--- src/rtl/calc_pkg.sv ---
// calc_pkg -- definitions shared by the operand capture, adder and display
// stages of the calculator datapath.
//   OPERAND_WIDTH : width of each operand fed to the 5-bit adder
//   state_t       : operand capture FSM encoding (code 3 is unused)
package calc_pkg;

  localparam int OPERAND_WIDTH = 5;

  typedef enum logic [1:0] {
    IDLE_A = 2'd0,
    WAIT_B = 2'd1,
    READY  = 2'd2
  } state_t;

endpackage

--- src/rtl/operand_capture_debouncer.sv ---
// debouncer -- 2-flip-flop synchronizer followed by an optional stability
// filter for a single raw pushbutton.
//   clk        : clock
//   rst_n      : asynchronous active-low reset
//   din        : raw button level, asynchronous to clk
//   level      : synchronized (and, when enabled, debounced) level
// Build option: OPERAND_CAPTURE_DEBOUNCE_EN enables the stability filter;
// without it the output is simply the synchronized level.
module debouncer #(
  parameter int DEB_CYCLES = 16
) (
  input  logic clk,
  input  logic rst_n,
  input  logic din,
  output logic level
);

  logic s1_reg;
  logic s2_reg;

  always_ff @(posedge clk or negedge rst_n) begin
    if (!rst_n) begin
      s1_reg <= 1'b0;
      s2_reg <= 1'b0;
    end else begin
      s1_reg <= din;
      s2_reg <= s1_reg;
    end
  end

`ifdef OPERAND_CAPTURE_DEBOUNCE_EN
  localparam int CNT_W = (DEB_CYCLES > 1) ? $clog2(DEB_CYCLES) : 1;

  logic [CNT_W-1:0] cnt_reg;
  logic             level_reg;

  // cnt_reg counts consecutive samples that disagree with the current level;
  // the level flips on the DEB_CYCLES-th such sample, and any agreeing sample
  // restarts the count.
  always_ff @(posedge clk or negedge rst_n) begin
    if (!rst_n) begin
      cnt_reg   <= '0;
      level_reg <= 1'b0;
    end else if (s2_reg == level_reg) begin
      cnt_reg <= '0;
    end else if (cnt_reg == CNT_W'(DEB_CYCLES - 1)) begin
      level_reg <= s2_reg;
      cnt_reg   <= '0;
    end else begin
      cnt_reg <= cnt_reg + 1'b1;
    end
  end

  assign level = level_reg;
`else
  // Stability window has no effect in this build.
  logic unused_deb_cycles;
  assign unused_deb_cycles = (DEB_CYCLES != 0);

  assign level = s2_reg;
`endif

endmodule

--- src/rtl/operand_capture.sv ---
// operand_capture -- captures two operands from switches with a load button
// and presents them to the downstream adder.
//   clk       : clock, all state on rising edge
//   rst_n     : asynchronous active-low reset
//   sw        : raw operand switches (asynchronous)
//   btn_load  : raw load button, active-high, may bounce
//   btn_clear : raw clear button, active-high
//   a, b      : captured operands
//   ready     : high while both a and b hold captured values
//   state     : FSM state code (0 IDLE_A, 1 WAIT_B, 2 READY)
// Build option: OPERAND_CAPTURE_DEBOUNCE_EN enables load button debouncing.
module operand_capture
  import calc_pkg::*;
#(
  parameter int WIDTH      = OPERAND_WIDTH,
  parameter int DEB_CYCLES = 16
) (
  input  logic             clk,
  input  logic             rst_n,
  input  logic [WIDTH-1:0] sw,
  input  logic             btn_load,
  input  logic             btn_clear,
  output logic [WIDTH-1:0] a,
  output logic [WIDTH-1:0] b,
  output logic             ready,
  output logic [1:0]       state
);

  logic [WIDTH-1:0] sw_s1_reg;
  logic [WIDTH-1:0] sw_s2_reg;
  logic             clr_s1_reg;
  logic             clr_s2_reg;
  logic             load_level;
  logic             load_level_d_reg;
  logic             load_pulse_reg;
  state_t           state_reg;
  logic [WIDTH-1:0] a_reg;
  logic [WIDTH-1:0] b_reg;
  logic             ready_reg;

  // Independent per-bit synchronizers; switches are quasi-static so bit skew
  // between lanes only matters while an operand is being changed.
  generate
    for (genvar gi = 0; gi < WIDTH; gi++) begin : g_sw_sync
      always_ff @(posedge clk or negedge rst_n) begin
        if (!rst_n) begin
          sw_s1_reg[gi] <= 1'b0;
          sw_s2_reg[gi] <= 1'b0;
        end else begin
          sw_s1_reg[gi] <= sw[gi];
          sw_s2_reg[gi] <= sw_s1_reg[gi];
        end
      end
    end
  endgenerate

  always_ff @(posedge clk or negedge rst_n) begin
    if (!rst_n) begin
      clr_s1_reg <= 1'b0;
      clr_s2_reg <= 1'b0;
    end else begin
      clr_s1_reg <= btn_clear;
      clr_s2_reg <= clr_s1_reg;
    end
  end

  debouncer #(
    .DEB_CYCLES (DEB_CYCLES)
  ) u_load_deb (
    .clk   (clk),
    .rst_n (rst_n),
    .din   (btn_load),
    .level (load_level)
  );

  // One-cycle pulse on each rising edge of the debounced load level, so a
  // held button produces exactly one capture.
  always_ff @(posedge clk or negedge rst_n) begin
    if (!rst_n) begin
      load_level_d_reg <= 1'b0;
      load_pulse_reg   <= 1'b0;
    end else begin
      load_level_d_reg <= load_level;
      load_pulse_reg   <= load_level & ~load_level_d_reg;
    end
  end

  // Clear has priority over a coincident load pulse, which is dropped.
  always_ff @(posedge clk or negedge rst_n) begin
    if (!rst_n) begin
      state_reg <= IDLE_A;
      a_reg     <= '0;
      b_reg     <= '0;
      ready_reg <= 1'b0;
    end else if (clr_s2_reg) begin
      state_reg <= IDLE_A;
      a_reg     <= '0;
      b_reg     <= '0;
      ready_reg <= 1'b0;
    end else begin
      case (state_reg)
        IDLE_A: begin
          if (load_pulse_reg) begin
            a_reg     <= sw_s2_reg;
            state_reg <= WAIT_B;
            ready_reg <= 1'b0;
          end
        end
        WAIT_B: begin
          if (load_pulse_reg) begin
            b_reg     <= sw_s2_reg;
            state_reg <= READY;
            ready_reg <= 1'b1;
          end
        end
        READY: begin
          // A new A operand invalidates the pair; b is kept until replaced.
          if (load_pulse_reg) begin
            a_reg     <= sw_s2_reg;
            state_reg <= WAIT_B;
            ready_reg <= 1'b0;
          end
        end
        default: begin
          state_reg <= IDLE_A;
          ready_reg <= 1'b0;
        end
      endcase
    end
  end

  assign a     = a_reg;
  assign b     = b_reg;
  assign ready = ready_reg;
  assign state = state_reg;

endmodule
--- config.mk ---
export PLATFORM = sky130hd
export DESIGN_NAME = operand_capture
export DESIGN_NICKNAME = d
export VERILOG_FILES = /design/src/rtl/calc_pkg.sv /design/src/rtl/operand_capture_debouncer.sv /design/src/rtl/operand_capture.sv
export SDC_FILE = /design/constraint.sdc
export NUM_CORES = 1
export LEC_CHECK = 0
export ABC_AREA = 1
export CAP_MARGIN = 20
export CORE_MARGIN = 2
export CORE_UTILIZATION = 46
export DETAILED_ROUTE_END_ITERATION = 12
export PLACE_DENSITY = 0.83
export SYNTH_ARGS = -nofsm -noshare
export SYNTH_HDL_FRONTEND = slang
export SYNTH_SLANG_ARGS = --single-unit
--- constraint.sdc ---
create_clock -name clk -period 2.6 [get_ports clk]
set_input_delay 0.26 -clock clk [delete_from_list [all_inputs] [get_ports clk]]
set_output_delay 0.26 -clock clk [all_outputs]
set_load 0.05 [all_outputs]
**Word level (Yosys, flattened, before mapping)**

Index checks and enable logic that the tools add are counted.

- Register bits: 29
- Bits of input ports: 9
- Output and inout port bits: 13
- Logic and storage cells: 47

- Equality and inequality tests: 4
- Mux-type cells: 13
- Bitwise operators: 2
- Reductions and logical operators: 8

Operator list:

| operator | count |
|---|---|
| two-way mux 5 bit | 5 |
| two-way mux 2 bit | 3 |
| AND reduction 2 bit | 3 |
| nonzero test 2 bit | 3 |
| one-hot mux 2 bit (2 select lines) | 1 |
| two-way mux 1 bit | 3 |
| inequality test 3 x 1 -> 1 bit (second input constant) | 1 |
| inequality test 3 bit (second input constant) | 1 |
| equality test 2 x 1 -> 1 bit (second input constant) | 1 |
| equality test 2 bit (second input constant) | 1 |
| zero test 2 bit | 1 |
| one-hot mux 1 bit (2 select lines) | 1 |
| OR reduction 2 bit | 1 |
| bitwise AND 1 bit | 1 |
| inverter 1 bit | 1 |

**Longest topological paths before layout**

- Depth in word-level cells: 4
- Gate-level depth with buffers: 4
- Depth with buffers taken out: 4

**Modules after synthesis**

From an unflattened synthesis, not the netlist that was laid out.

- Cell total of the unflattened synthesis: 80
- Area total of the unflattened synthesis: 975.9 um^2

Modules (own cells, without submodules):

| module | instances | cells each | area an instance (um^2) | seq. area each (um^2) |
|---|---|---|---|---|
| operand_capture | 1 | 78 | 925.9 | 675.6 |
| debouncer | 1 | 2 | 50.0 | 50.0 |

**Least setup slack after synthesis**

OpenSTA, ideal clock, no wires.

- Path type: flip-flop to flip-flop
- From: reg state_reg[0], in the netlist state[0]
- To: reg b_reg[0], in the netlist b[0]
- Setup time: 0.120 ns
- Arrival: 1.056 ns
- Required time: 2.480 ns
- Path slack: 1.424 ns
- Cell stages (with the launch flop): 4
- Buffers on the path: 0
- Clock period less this slack: 1.176 ns
- Cells stage by stage: dfrtp_1 > nand3_1 > nand3_1 > nand2_1

- Longest elaborated chain between the ends: 3

Ends and longest elaborated chain:

| item | RTL line | RTL |
|---|---|---|
| start, declared | operand_capture.sv:36 | `state_t state_reg;` |
| start signal, assigned | operand_capture.sv:91 | `state_reg <= IDLE_A;` |
| start signal, assigned | operand_capture.sv:96 | `state_reg <= IDLE_A;` |
| start signal, assigned | operand_capture.sv:105 | `state_reg <= WAIT_B;` |
| equality test 2 x 1 -> 1 bit | operand_capture.sv:101 | `case (state_reg)` |
| nonzero test 2 bit (no line) | n/a |  |
| AND reduction 2 bit (no line) | n/a |  |
| end signal, assigned | operand_capture.sv:111 | `b_reg <= sw_s2_reg;` |
| end, declared | operand_capture.sv:38 | `logic [WIDTH-1:0] b_reg;` |

Every way passes these cells.
A chain may end at the register's enable or synchronous reset.

**Final worst setup path**

- From: reg state_reg[1], in the netlist state[1]
- To: out state[1]

RTL lines:

| item | RTL line | RTL |
|---|---|---|
| end, declared | operand_capture.sv:26 | `output logic [1:0] state` |

No word-level cell between the ends.

==> results <==
- The run finished with clean final reports.
- The later pin in the worst-skew pair is clocked with a latency of 0.31 ns.
- The ratio of cells with drive above 1 in the final layout is 12.8%.
- The worst-case clock skew is 0.00521 ns.
- The global-route usage over all layers is 15.1%.
- Summed over its instances, the top area cell type makes up 74.4% of the synthesized netlist area.
- During synthesis, Yosys emitted a total of 0 warnings.
- The post-layout minimum cycle time is 1.85 ns.
- The via count is 644.
- The gate count of the mapped netlist is 80.
- Before CTS, the worst setup slack after placement is 1.09 ns.
- The clock-pin slew on the worst setup and hold paths is 0.08 ns.
- The number of antenna diodes in the final layout is 0.
- The number of hold-repair buffers added at the cts stage is 0.
- The dominant synthesized flop cell is sky130_fd_sc_hd__dfrtp_1.
- The pin count of the biggest net entering global routing is 30.
- The data arrival time of the worst path is 1.59 ns.
- The number of clock sinks seen by CTS is 29.
- The largest stage delay on the critical path is 0.84 ns.
- The largest voltage drop on the vdd net is 0.381 mV.
- The critical path endpoint category is a primary output.
- The number of antenna violations at the first check in global routing is 0.
- The area of the die is 2510 µm².
- The path category of the worst min-delay check is in -> async.
- The achievable frequency is 540 MHz.
- The tree is rooted in a sky130_fd_sc_hd__clkbuf_4.
- Sorting the synthesized cells by how often they occur yields 29 x sky130_fd_sc_hd__dfrtp_1, 19 x sky130_fd_sc_hd__nand3_1, 11 x sky130_fd_sc_hd__nand2_1.
- The count of buffers added on input and output ports is 21.
- The average wire per cell in the routed design is 10.8 µm.
- The final net count is 117.
- The setup TNS after final layout is 0 ns.
- The per-cell via count in the routed design is 4.74.
- The synthesized design contains 29 register bits.
- For flop-to-flop paths, the worst setup slack is 1.58 ns.
- After the first detailed-routing iteration, the DRC count stood at 19.
- The count of endpoints failing hold in the final timing report is 0.
- At the end of routability-driven placement, the weighted congestion stood at 0.803.
- The worst setup path is launched from a flop.
- In this run the core area contains 16 standard-cell rows.
- 22 I/O pins were placed.
- The most common cell in the synthesized netlist is sky130_fd_sc_hd__dfrtp_1.
- After detailed routing, the number of remaining DRC violations is 0.
- The number of gates resized after CTS is 0.
- The library cell occupying the most area in the post-synthesis netlist is sky130_fd_sc_hd__dfrtp_1.
- The routed wire length is 1470 µm.
- The final count of negative-setup-slack endpoints is 0.
- The maximum fanout along the worst path is 5.
- Max-cap violations in this run came to 0.
- The critical path is of the reg -> out type.
- The family with the most delay on the worst path is buffers and inverters.
- After synthesis, the share of flip-flops with an asynchronous set or reset is 100%.
- The final HPWL from detailed placement is 1090 µm.
- The measured slew at the worst slew-check pin is 0.508 ns.
- In this run the remaining antenna-violating nets after routing total 0.
- The slack of the critical path is 0.750 ns.
- The first global-routing pass estimated 2660 µm of wire.
- In this run the tightest slew margin relative to its limit is 66.0%.
- The number of distinct standard cells referenced by the synthesized netlist is 11.
- By area the synthesized netlist is led by sky130_fd_sc_hd__dfrtp_1 74%, sky130_fd_sc_hd__nand3_1 9.7%, sky130_fd_sc_hd__nand2_1 4.2%, sky130_fd_sc_hd__inv_1 2.7%, sky130_fd_sc_hd__nor2_4 2.3%.
- Averaged over all synthesized cells, the footprint is 12.2 µm².
- The count of pins over their slew limit is 0.
- The number of H-tree levels is 2.
- Relative to the synthesized area, the layout overhead comes to 29.9%.
- Setup repair after global routing left no endpoint under its margin.
- For this design the static power due to leakage is 0.610 nW.
- The starting density of the core is 49.2%.
- The number of buffers and inverters on the critical path is 1.
- The area of the mapped netlist is 976 µm².
- The width of the chip is 50.1 µm.
- The overflow left after global routing is 0.
- In this run, CTS created clock tree buffers numbering 5.
- The die is 50.1 µm tall.
- The number of enable flip-flop cells after synthesis is 0.
- After synthesis, flip-flops and latches occupy 74.4% of the total area.
- Data on the critical path is required at its endpoint by 2.34 ns.
- The via count of the first global-routing pass is 638.
- The core area is 1980 µm².
- The net count after synthesis is 89.
- The number of buffers inserted by post-CTS setup repair is 0.
- TritonCTS built the clock tree.
- The number of detailed-routing iterations run before antenna repair is 4.
- Walking the worst path, the cells encountered are clkdlybuf4s50_1.
- The buffer depth of the longest clock path is 2.
- The cell area power density is 633 nW/µm².
- The post-route fraction of the period consumed by the critical path is 71.2%.
- The slowest library cell on the worst path is sky130_fd_sc_hd__clkdlybuf4s50_1.
layout make-up:
cell class | count | area (µm²)
tap | 27 | 33.8
clock inverter | 2 | 10.0
sequential | 29 | 726
timing repair buffer | 22 | 218
fill | 148 | 714
clock buffer | 6 | 41.3
inverter | 10 | 37.5
multi-input combinational | 40 | 201
path summary, 6_finish.rpt:
path,from,to,cells after the start
worst max register to register,state[1]$_DFFE_PN0P_,b[3]$_DFFE_PN0P_,4
worst max-delay path,state[1]$_DFFE_PN0P_,state[1],1
worst min register to register,sw_s1_reg[2]$_DFF_PN0_,sw_s2_reg[2]$_DFF_PN0_,0
min in group clk,sw_s1_reg[2]$_DFF_PN0_,sw_s2_reg[2]$_DFF_PN0_,0
worst min-delay path,rst_n,sw_s1_reg[1]$_DFF_PN0_,2
max in group asynchronous,rst_n,a[0]$_DFFE_PN0P_,2
logic make-up (layout without fill, tap and decap cells):
group                  after synthesis  count (layout)  synth area share (%)
buffers and inverters               11              40                  5.00
and+or+nand+nor                     35              35                  18.1
AOI/OAI and AO/OA                    5               5                  2.56
DFF                                 29              29                  74.4
power breakdown:
part / internal (mW) / switching (mW) / leakage (nW)
clock network: 0.103 / 0.136 / 0.0320
registers: 0.470 / 0.0116 / 0.366
logic: 0.0295 / 0.0526 / 0.211
total: 0.602 / 0.200 / 0.610
routing by layer:
layer	GRT usage, %	part of all wire (%)	up-vias
met5	0	0	-
met1	16.5	40	307
li1	-	-	312
met4	11.6	2.9	0
met2	23.5	53	20
met3	5.45	5.0	5
through the flow:
| step | utilization, % | hold slack [ns] | total power, mW | instances | area [µm²] |
|---|---|---|---|---|---|
| global placement | 61.4 | 0.333 | 0.571 | 128 | 1220 |
| finish | 64.0 | 0.322 | 0.802 | 136 | 1270 |
| global route | 64.0 | 0.338 | 0.848 | 136 | 1270 |
| detailed placement | 61.4 | 0.335 | 0.574 | 128 | 1220 |
| CTS | 64.0 | 0.316 | 0.813 | 136 | 1270 |
| floorplan | - | -0.0356 | 0.534 | 80 | 976 |
cells in the final DEF (no fill, tap or decap):
| cell type | n |
|---|---|
| sky130_fd_sc_hd__dfrtp_1 | 29 |
| sky130_fd_sc_hd__clkdlybuf4s50_1 | 21 |
| sky130_fd_sc_hd__nand3_1 | 19 |
| sky130_fd_sc_hd__nand2_1 | 11 |
| sky130_fd_sc_hd__inv_1 | 7 |
| sky130_fd_sc_hd__clkbuf_4 | 5 |
| sky130_fd_sc_hd__o21ai_0 | 4 |
| sky130_fd_sc_hd__inv_2 | 3 |
| sky130_fd_sc_hd__nor2_1 | 2 |
| sky130_fd_sc_hd__nor2_4 | 2 |
| sky130_fd_sc_hd__clkinv_2 | 2 |
| sky130_fd_sc_hd__nand3_2 | 1 |
| sky130_fd_sc_hd__o21ai_1 | 1 |
| sky130_fd_sc_hd__clkbuf_1 | 1 |
| sky130_fd_sc_hd__buf_4 | 1 |
No activity file was read; power rests on OpenSTA's default activity.
